==> config.mk <==
export PLATFORM = sky130hd
export DESIGN_NAME = tone_sampler
export DESIGN_NICKNAME = d
export VERILOG_FILES = /design/src/rtl/tone_sampler.sv
export SDC_FILE = /design/constraint.sdc
export NUM_CORES = 1
export LEC_CHECK = 0
export ABC_CLOCK_PERIOD_IN_PS = 15100
export BUFFER_PORTS_ARGS = -buffer_cell sky130_fd_sc_hd__buf_2
export CAP_MARGIN = 20
export CORE_UTILIZATION = 45
export CTS_CLUSTER_DIAMETER = 30
export DETAILED_ROUTE_END_ITERATION = 7
export GPL_ROUTABILITY_DRIVEN = 0
export PLACE_DENSITY_LB_ADDON = 0.3
export SYNTH_ARGS = -nofsm -noshare
export SYNTH_HDL_FRONTEND = slang
export SYNTH_SLANG_ARGS = --single-unit
export TNS_END_PERCENT = 50
==> constraint.sdc <==
create_clock -name clk -period 15.1 [get_ports clk]
set_clock_uncertainty 0.1 [all_clocks]
set_input_delay 1.51 -clock clk [delete_from_list [all_inputs] [get_ports clk]]
set_output_delay 1.51 -clock clk [all_outputs]
set_load 0.005 [all_outputs]
==> src/rtl/tone_sampler.sv <==
// tone_sampler: decimates a continuous sample stream to f_sample, applies a
// Q1.15 gain with rounding and saturation, and buffers results in a 2-entry FIFO.
module tone_sampler #(
  parameter int unsigned f_sample   = 48_000,
  parameter int unsigned f_clock    = 100_000_000,
  parameter int unsigned DATA_WIDTH = 24
) (
  input  logic                  clk,
  input  logic                  reset,
  input  logic                  data_in_valid_i,
  input  logic [DATA_WIDTH-1:0] data_in_data_i,
  output logic                  data_in_ready_o,
  input  logic                  gain_valid_i,
  input  logic [15:0]           gain_data_i,
  output logic                  gain_ready_o,
  output logic                  data_out_valid_o,
  output logic [DATA_WIDTH-1:0] data_out_data_o,
  input  logic                  data_out_ready_i,
  output logic [15:0]           overrun_count_o
);

  localparam int unsigned AccW  = $clog2(f_clock + f_sample + 1);
  localparam int unsigned GainW = 16;
  localparam int unsigned PW    = DATA_WIDTH + 17;
  localparam logic [GainW-1:0] UnityGain = 16'h8000;

  // Rate accumulator, input hold, gain and pipeline registers
  logic [AccW-1:0]                acc_q, acc_d, acc_sum;
  logic                           tick;
  logic [DATA_WIDTH-1:0]          hold_q;
  logic [GainW-1:0]               pend_gain_q, active_gain_q, active_gain_d;
  logic [DATA_WIDTH-1:0]          x_q;
  logic [GainW-1:0]               g_q;
  logic                           s0_v_q, s1_v_q;
  logic signed [PW-1:0]           p_q, p_d, x_ext, g_ext;
  logic signed [PW-1:0]           rnd, shifted;
  logic [DATA_WIDTH-1:0]          y;

  // FIFO registers
  logic [DATA_WIDTH-1:0]          head_q, head_d, tail_q, tail_d;
  logic [1:0]                     cnt_q, cnt_d;
  logic                           valid_q, valid_d;
  logic [15:0]                    ovr_q, ovr_d;
  logic                           push, pop;

  // Both slave inputs accept every beat
  assign data_in_ready_o = 1'b1;
  assign gain_ready_o    = 1'b1;

  // Fractional rate generator: adds f_sample per cycle, wraps at f_clock
  always_comb begin
    acc_sum = acc_q + AccW'(f_sample);
    tick    = (acc_sum >= AccW'(f_clock));
    acc_d   = tick ? (acc_sum - AccW'(f_clock)) : acc_sum;
    active_gain_d = tick ? pend_gain_q : active_gain_q;
  end

  // Multiply and round/saturate datapath
  always_comb begin
    x_ext   = PW'($signed(x_q));
    g_ext   = PW'($signed({1'b0, g_q}));
    p_d     = x_ext * g_ext;
    rnd     = p_q + $signed(PW'(16384));
    shifted = rnd >>> 15;
    if ((&shifted[PW-1:DATA_WIDTH-1]) || !(|shifted[PW-1:DATA_WIDTH-1])) begin
      y = shifted[DATA_WIDTH-1:0];
    end else if (shifted[PW-1]) begin
      y = {1'b1, {(DATA_WIDTH-1){1'b0}}};
    end else begin
      y = {1'b0, {(DATA_WIDTH-1){1'b1}}};
    end
  end

  // Front-end state: accumulator, held sample, gains, S0/S1 stages
  always_ff @(posedge clk or negedge reset) begin
    if (!reset) begin
      acc_q         <= '0;
      hold_q        <= '0;
      pend_gain_q   <= UnityGain;
      active_gain_q <= UnityGain;
      x_q           <= '0;
      g_q           <= UnityGain;
      s0_v_q        <= 1'b0;
      p_q           <= '0;
      s1_v_q        <= 1'b0;
    end else begin
      acc_q         <= acc_d;
      active_gain_q <= active_gain_d;
      if (data_in_valid_i) hold_q <= data_in_data_i;
      if (gain_valid_i) pend_gain_q <= gain_data_i;
      s0_v_q <= tick;
      if (tick) begin
        x_q <= hold_q;
        g_q <= active_gain_d;
      end
      s1_v_q <= s0_v_q;
      if (s0_v_q) p_q <= p_d;
    end
  end

  // FIFO next-state: head register plus one spare entry, drop on full
  always_comb begin
    head_d = head_q;
    tail_d = tail_q;
    cnt_d  = cnt_q;
    ovr_d  = ovr_q;
    push   = s1_v_q;
    pop    = valid_q && data_out_ready_i;
    case (cnt_q)
      2'd0: begin
        if (push) begin
          head_d = y;
          cnt_d  = 2'd1;
        end
      end
      2'd1: begin
        if (push && pop) begin
          head_d = y;
        end else if (push) begin
          tail_d = y;
          cnt_d  = 2'd2;
        end else if (pop) begin
          cnt_d  = 2'd0;
        end
      end
      default: begin
        if (pop) begin
          head_d = tail_q;
          if (push) tail_d = y;
          else      cnt_d  = 2'd1;
        end else if (push && (ovr_q != 16'hFFFF)) begin
          ovr_d = ovr_q + 16'd1;
        end
      end
    endcase
    valid_d = (cnt_d != 2'd0);
  end

  // FIFO and overrun counter registers
  always_ff @(posedge clk or negedge reset) begin
    if (!reset) begin
      head_q  <= '0;
      tail_q  <= '0;
      cnt_q   <= 2'd0;
      valid_q <= 1'b0;
      ovr_q   <= 16'd0;
    end else begin
      head_q  <= head_d;
      tail_q  <= tail_d;
      cnt_q   <= cnt_d;
      valid_q <= valid_d;
      ovr_q   <= ovr_d;
    end
  end

  assign data_out_valid_o = valid_q;
  assign data_out_data_o  = head_q;
  assign overrun_count_o  = ovr_q;

endmodule

* Word-level counts from Yosys, hierarchy flattened
Index checks and enable logic that the tools add are counted.
Widths: inputs -> output; s select.
** Word-level totals
- Register bits :: 233
- Latch bits :: 0
- Bits in writable memories :: 0
- ROM bits :: 0
- Input port bits :: 45
- Word-level logic and storage cells :: 62
- Memories kept :: 0
** Cells by class
- $add $sub $neg :: 4
- $mul :: 1
- Div/mod/pow operators :: 0
- Magnitude comparators :: 1
- Eq/ne operators :: 5
- Shift operators :: 0
- Muxes and demuxes :: 19
- Bitwise gates (word level) :: 3
- Reductions and logical operators :: 15
** Operator list (number)
- $mux 24 :: 8
- $pmux 24 s2 :: 2
- $add 41x16->41 const B :: 1
- $mul 24x17->41 :: 1
- $add 27x16->27 const B :: 1
- $ge 27x27->1 const B :: 1
- $mux 27 :: 1
- $sub 27x27->27 const B :: 1
- $add 16x1->16 const B :: 1
- $mux 16 :: 1
- $ne 16x16->1 const B :: 1
- $mux 2 :: 6
- $reduce_and 3->1 :: 4
- $ne 2x2->1 const B :: 3
- $pmux 2 s2 :: 1
- $reduce_bool 2->1 :: 2
- $logic_and 1x1->1 :: 3
- $not 1->1 :: 3
- $reduce_bool 3->1 :: 1
- $reduce_or 3->1 :: 1
- $eq 2x1->1 const B :: 1
- $logic_not 2->1 :: 1
- $reduce_or 2->1 :: 1
- $logic_not 1->1 :: 1
- $logic_or 1x1->1 :: 1

* Longest topological paths before layout
Gate-level depths: netlist of run 1.
- Depth in word-level cells :: 8
- Depth in mapped cells :: 25

* Worst setup path after synthesis of run 1
No wires, ideal clock.
- Kind :: reg2reg
- Start :: register g_q[8]
- End :: register p_q[38]
- Data arrival time :: 6248 ps
- Data required time :: 14929 ps
- Path slack :: 8681 ps
- Stages on the path, launching flop included :: 25
- Path buffers :: 1
- Period minus slack after synthesis :: 6419 ps
- Cells stage by stage :: dfrtp_1 > clkbuf_1 > nand2_1 > fa_1 > inv_1 > fa_1 > inv_1 > fa_1 > inv_1 > fa_1 > fa_1 > inv_1 > fa_1 > inv_1 > ha_1 > nand4_1 > nor2_1 > nand3_1 > and4_1 > a21oi_1 > o21a_1 > a311o_1 > a21oi_1 > or4b_2 > nand4_1
** On the way
- Word-level cells in the longest chain between the ends :: 1
** Ends and longest elaborated chain
- start: declaration :: line 33 : logic [GainW-1:0] g_q;
- start signal: assignment :: line 82 : g_q <= UnityGain;
- start signal: assignment :: line 94 : g_q <= active_gain_d;
- $mul 24x17->41 :: line 62 : p_d = x_ext * g_ext;
- end signal: assignment :: line 97 : if (s0_v_q) p_q <= p_d;
- end: declaration :: line 35 : logic signed [PW-1:0] p_q, p_d, x_ext, g_ext;
Every way passes these cells.
A chain may end at the register's enable or synchronous reset.

* Final worst setup path of run 1
- Start :: register g_q[2]
- End :: register p_q[38]
The elaborated chain is that of the path after synthesis.

==> impl_results.md, run 1 <==
* Worst ir drop on vdd at approximately 100 µV
* WP data required at roughly 15 ns
* Max Fclk at roughly 130 MHz
* Non-Filler Instances at a little under 3,000
* Power Density at roughly 43 mW/mm²
* Post-Place Setup Slack at approximately 7.6 ns
* Fin Setup TNS at 0 ns
* CTS tree: built
* Post-CTS Setup Repair Bufs at 0
* Crit path launch type: flip-flop
* Area Growth Syn to Fin at 6.68%
* Initial DRT Pass Iterations at 5
* Type of the worst setup path: flip-flop to flip-flop
* Initial core utilization at 0.458
* Slew Viols, Final at 0
* Yosys warns at 0
* Register Area at ~0.0049 mm²
* Grt total ovfl at 0
* Clock Tree Buf Depth at 2
* Unrepaired setup endpoints after global routing: no
* Die Ht at roughly 230 µm
* Pwr Total at roughly 1.0 mW
* TritonCTS Buffers at 17
* HPWL Detailed at roughly 38,000 µm
* Syn avg cell area at around 9.9 µm²
* Fin worst setup slack at 7.67 ns
* Cts hold-fix bufs at 0
* Largest net degree at the start of global routing at 75
* Flop2flop setup slack at ~7.7 ns
* FF-to-FF Start: g_q[2]
* Final WL at around 49,000 µm
* Hold Crit Class: flip-flop to flip-flop
* Distinct cell type count after synthesis at 75
* Worst R2R End: p_q[38]
* Worst setup EP type: flip-flop
* Area of the multi-input gates at 0.0154 mm²
* Sequential fraction of the synthesis area at 0.218
* CP max FO at 25
* CTS clk-pin slew, worst paths at approximately 0.08 ns
* # fillers at roughly 4,500
* Level count of the clock H-tree at 4
* Resized cells post-CTS at 0
* Yosys reg bits at approximately 200
* Post-synth EDFFs at 0
* DRC at 0
* Vias after detailed routing at between 15,000 and 20,000
* R2R depth at 21
* WP data arrival at about 7.8 ns
* Async S/R FF share, synth at 1.00
* Slew HR at 0.282
* # rows at 81
* Core area at 0.0492 mm²
* Number of global-route vias before repair at around 16,000
* Post-placement cell count at 2,938
* Critical Path End: p_q[38]
* Worst-Skew Late Latency at 0.49 ns
* Wire per inst at between 15 and 20 µm
* Post-Synthesis Cells at roughly 2,300
* Ports at 88
* Die area at just over 0.05 mm²
* Final ANT Viol Nets at 0
* Min Tclk post-route at about 7.4 ns
* First-pass GRT wire length at about 84,000 µm
* Hold Vio Cnt, Final at 0
* Share of layout cells above drive strength 1 at 0.118
* Status: complete, no violations
* Vias per cell at between 5 and 6
* Clk root buf: clkbuf_16
* CTS sink cnt at ~200
* Worst Tran Pin Value at approximately 1.1 ns
* Die Width at 226 µm
* First DRT Iteration DRCs at ~990
* Leakage at approximately 12 nW
* IO Port Bufs at 85
* Nets@finish at 2,818
* Diode count at 0
* MaxCap Viol Count at 0
* Tot GR Track Use at 0.213
* Dominant synthesized flop cell: dfrtp_1
* Cell Area, Synth at approximately 0.023 mm²
* Launch point of the worst path: g_q[2]
* Part of the cycle the worst path needs at 0.492
* Initial antenna violation count at 0
* Final Setup Violations at 0
[cell usage in the layout, fill, tap and decap left out, types with 3 or more instances in the layout]
master	count
inv_1	471
buf_4	6
nand3b_1	4
nor3b_1	3
nor4_1	3
a21oi_1	44
dfrtp_1	194
nand4_1	16
and3_1	11
nand2_1	307
or2_2	3
o21ai_1	3
mux2_2	123
ha_1	104
xnor2_1	68
nor2b_1	7
fa_1	375
clkbuf_8	3
and2_1	149
inv_6	7
a31oi_1	4
nor3_1	13
nand3_1	29
o22ai_1	4
a211oi_1	10
buf_2	84
o21a_1	3
mux2i_1	25
nor2_1	34
o31ai_1	3
nand2b_1	4
clkbuf_16	17
o21ai_0	65
xor2_1	33
o21bai_1	6
a21o_1	10
[metal layers]
metal | wire length, µm | vias to the layer above | track usage
met3 | 2900 | 56 | 0.0459
met2 | 22100 | 379 | 0.331
li1 | - | 6996 | -
met1 | 23300 | 7655 | 0.299
met5 | 0 | - | 0
met4 | 812 | 0 | 0.0599
[cell families (layout without fill, tap and decap cells)]
group	count (synthesis)	after routing	synth area share
other	1	2	0.000167
buffers and inverters	570	595	0.0968
adder cells (fa/ha/maj)	479	479	0.391
multiplexers	148	148	0.0726
XOR/XNOR	102	102	0.0400
AO/OA/AOI/OAI	183	183	0.0514
flip-flops	196	196	0.218
AND/OR/NAND/NOR	602	602	0.130
[sequential cells by signal, summed over array words and instances (netlist names)]
name,cells
data_out_valid_o,1
p_q,27
acc_q,20
push,1
tail_q,24
g_q,16
hold_q,24
data_out_data_o,24
s0_v_q,1
x_q,24
overrun_count_o,16
cnt_q,2
pend_gain_q,16
[power by group]
part | switching (mW) | total (mW) | leakage (nW) | internal (mW)
logic | 0.0222 | 0.0405 | 9.25 | 0.0183
registers | 0.00894 | 0.547 | 2.57 | 0.538
clock network | 0.220 | 0.446 | 0.278 | 0.226
total | 0.252 | 1.03 | 12.1 | 0.782
[layout make-up]
cell class	count	area share
Clock buffer	20	0.0190
Clock inverter	12	0.00474
Inverter	471	0.0736
Multi-Input combinational cell	1516	0.643
Sequential cell	196	0.204
Tap cell	664	0.0346
Timing Repair Buffer	92	0.0211
[worst min-delay path by stage]
stage	start	to	slack, ns	cells after the start
after global placement	tail_q[0]	tail_q[0]	0.36	1
after global routing	tail_q[14]	tail_q[14]	0.42	1
after floorplan	s0_v_q	push	0.25	0
after detailed placement	data_out_data_o[22]	data_out_data_o[22]	0.37	2
after CTS	data_out_data_o[22]	data_out_data_o[22]	0.39	2
final	data_out_data_o[22]	data_out_data_o[22]	0.38	2
[Yosys cell counts, types with 34 or more instances]
library cell / instances / share of area
ha_1: 104 / 0.058
o21ai_0: 66 / 0.015
nand2_1: 307 / 0.051
fa_1: 375 / 0.33
clkbuf_1: 83 / 0.014
dfrtp_1: 194 / 0.22
mux2_2: 123 / 0.062
inv_1: 471 / 0.079
nor2_1: 34 / 0.0057
a21oi_1: 44 / 0.0098
xnor2_1: 68 / 0.026
and2_1: 149 / 0.041
[critical path, stage by stage, from the launching register on]
cell,delay [ns]
dfrtp_1,0.98
nand2_1,0.20
fa_1,0.56
fa_1,0.55
inv_1,0.05
fa_1,0.48
fa_1,0.51
fa_1,0.49
inv_1,0.05
fa_1,0.52
inv_1,0.06
ha_1,0.38
nand4_1,0.15
nor2_1,0.16
nand3_1,0.10
and4_1,0.25
a21oi_1,0.39
o21a_1,0.27
a311o_1,0.24
a21oi_1,0.12
or4b_2,0.63
nand4_1,0.12
[through the flow]
step,instance area [µm²],util,hold slack [ns]
3_3_place_gp,23400,0.477,0.362
5_1_grt,24000,0.489,0.417
4_1_cts,24000,0.488,0.386
2_1_floorplan,22500,-,0.252
6_report,24000,0.489,0.379
3_5_place_dp,23400,0.477,0.369
Note: power is estimated with default switching activity, not from simulation.
==> inputs of run 2 (changes only) <==
--- a/config.mk
+++ b/config.mk
@@ -5,7 +5,7 @@
 export SDC_FILE = /design/constraint.sdc
 export NUM_CORES = 1
 export LEC_CHECK = 0
-export ABC_CLOCK_PERIOD_IN_PS = 15100
+export ABC_CLOCK_PERIOD_IN_PS = 6590
 export BUFFER_PORTS_ARGS = -buffer_cell sky130_fd_sc_hd__buf_2
 export CAP_MARGIN = 20
 export CORE_UTILIZATION = 45
==> constraint.sdc (replaced) <==
create_clock -name clk -period 6.59 [get_ports clk]
set_clock_uncertainty 0.1 [all_clocks]
set_input_delay 0.659 -clock clk [delete_from_list [all_inputs] [get_ports clk]]
set_output_delay 0.659 -clock clk [all_outputs]
set_load 0.005 [all_outputs]
==> impl_results.md, run 2 (synthesis results as in run 1) <==
* DRC at 0
* CTS tree: built
* First-pass GRT wire length at 84,300 µm
* Initial antenna violation count at 0
* Grt total ovfl at 0
* Nets@finish at between 2,000 and 3,000
* # rows at between 80 and 90
* Initial DRT Pass Iterations at 5
* Final WL at around 50,000 µm
* Placed cell area at around 0.024 mm²
* Share of layout cells above drive strength 1 at 0.184
* Crit path launch type: flip-flop
* Max Fclk at ~160 MHz
* Post-Place Setup Slack at -0.233 ns
* Slowest stage delay, CP at between 0.5 and 0.6 ns
* Cell Chain, Critical Path: buf_12 > buf_4 > and2_1 > fa_1 > inv_1 > fa_1 > fa_1 > inv_1 > fa_1 > fa_1 > inv_1 > fa_1 > inv_1 > ha_1 > a21oi_4 > o21ai_2 > nor2_2 > a21oi_4 > buf_4 > o211ai_1 > a21oi_1 > or2_4 > xor2_1 > mux2_2
* Vias after detailed routing at approximately 16,000
* Crit path max-delay family: adder cells
* Die Ht at approximately 230 µm
* Vias per cell at 5.03
* Leakage at 12.7 nW
* Worst-Skew Late Latency at about 0.49 ns
* Area of the multi-input gates at 0.0157 mm²
* IO Port Bufs at 85
* Largest net degree at the start of global routing at around 100
* Slew HR at 0.319
* CP Depth at 24
* Ports at between 80 and 90
* Worst Tran Pin Value at 1.02 ns
* Max reg flops at 27
* Initial core utilization at 0.458
* TritonCTS Buffers at 17
* Cts hold-fix bufs at 0
* Smallest hold slack at around 0.14 ns
* Final Setup Violations at 0
* Power Density at ~95 mW/mm²
* Fin worst setup slack at ~0.24 ns
* R2R depth at 24
* Type of the worst setup path: flip-flop to flip-flop
* Level count of the clock H-tree at 4
* Area Growth Syn to Fin at 12.1%
* Clock Tree Buf Depth at 2
* WP data required at 6.86 ns
* CTS sink cnt at 196
* CTS clk-pin slew, worst paths at around 0.070 ns
* Most common cell after layout, fill and taps aside: inv_1
* Wire per inst at 16.2 µm
* Part of the cycle the worst path needs at 0.964
* First DRT Iteration DRCs at roughly 1,000
* Worst ir drop on vdd at between 150 and 200 µV
* CP max FO at 5
* Register Area at slightly below 0.005 mm²
* Min Tclk post-route at 6.35 ns
* Finished Cell Area at between 0.02 and 0.03 mm²
* CP bufs+invs at 7
* Tot GR Track Use at 0.210
* Most frequent cells in the layout: 470 x inv_1, 371 x fa_1, 306 x nand2_1
* HPWL Detailed at around 41,000 µm
* Diode count at 0
* Final ANT Viol Nets at 0
* Status: complete, no violations
* Clk root buf: clkbuf_16
* Worst setup EP type: flip-flop
* Slowest-stage cell, CP: fa_1
* Hold Crit Class: input pin to asynchronous set/reset pin
* Hold Vio Cnt, Final at 0
* Most used cell, CP: fa_1
* WP data arrival at ~6.6 ns
* Core area at 0.0492 mm²
* Largest reg by FF count: p_q
* Number of global-route vias before repair at 16,600
* # fillers at roughly 4,500
* Slew Viols, Final at 0
* Die Width at between 200 and 250 µm
* MaxCap Viol Count at 0
* Pwr Total at ~2.4 mW
* Die area at a little over 0.05 mm²
==> run 2: changes by cell type in the layout (fill, tap and decap cells not counted), sizes merged <==
cell,previous run,this run
buf,91,210
bufinv,0,1
clkbuf,21,18
clkinv,3,8
inv,479,476
==> run 2: final timing paths <==
kind / from / slack, ns / to
worst max-delay path: g_q[6] / 0.24 / p_q[34]
max in group asynchronous: reset / 5.01 / x_q[8]
worst min register to register: data_out_data_o[22] / 0.38 / data_out_data_o[22]
min in group clk: data_in_data_i[1] / 0.30 / hold_q[1]
worst max register to register: g_q[6] / 0.24 / p_q[34]
worst min-delay path: reset / 0.14 / overrun_count_o[9]
==> run 2: routing by layer <==
layer  share of wire  up-vias  global-route usage
met4           0.019        0              0.0669
met1            0.47     7804               0.296
met5               0        -                   0
met2            0.45      451               0.323
met3           0.069       58              0.0451
li1                -     7229                   -
==> run 2: layout make-up <==
| type | count | share of cell area |
|---|---|---|
| multi-input cells | 1516 | 0.620 |
| clock buffers | 17 | 0.0169 |
| well taps | 664 | 0.0329 |
| flip-flops and latches | 196 | 0.196 |
| clock inverters | 15 | 0.00684 |
| repair buffers | 211 | 0.0576 |
| inverters | 471 | 0.0700 |
==> run 2: power breakdown <==
group | internal [mW] | switching [mW] | total (mW)
Clock | 0.537 | 0.521 | 1.06
Sequential | 1.23 | 0.0217 | 1.25
Combinational | 0.0419 | 0.0507 | 0.0926
==> run 2: through the flow <==
step / util / setup TNS, ns / cells
after global placement: 0.491 / -0.125 / 3025
after detailed placement: 0.491 / -0.924 / 3025
after floorplan: - / 0 / 2282
after CTS: 0.504 / 0 / 3060
final: 0.513 / 0 / 3090
after global routing: 0.513 / -0.0535 / 3090
==> run 2: timing repair <==
| action | CTS | global route |
|---|---|---|
| cloned | 0 | 0 |
| endpoints found under the setup margin | 10 | 13 |
| endpoints found under the hold margin | 0 | 0 |
| buffers inserted | 3 | 30 |
| resized for setup | 14 | 53 |
| pin swaps | 1 | 27 |
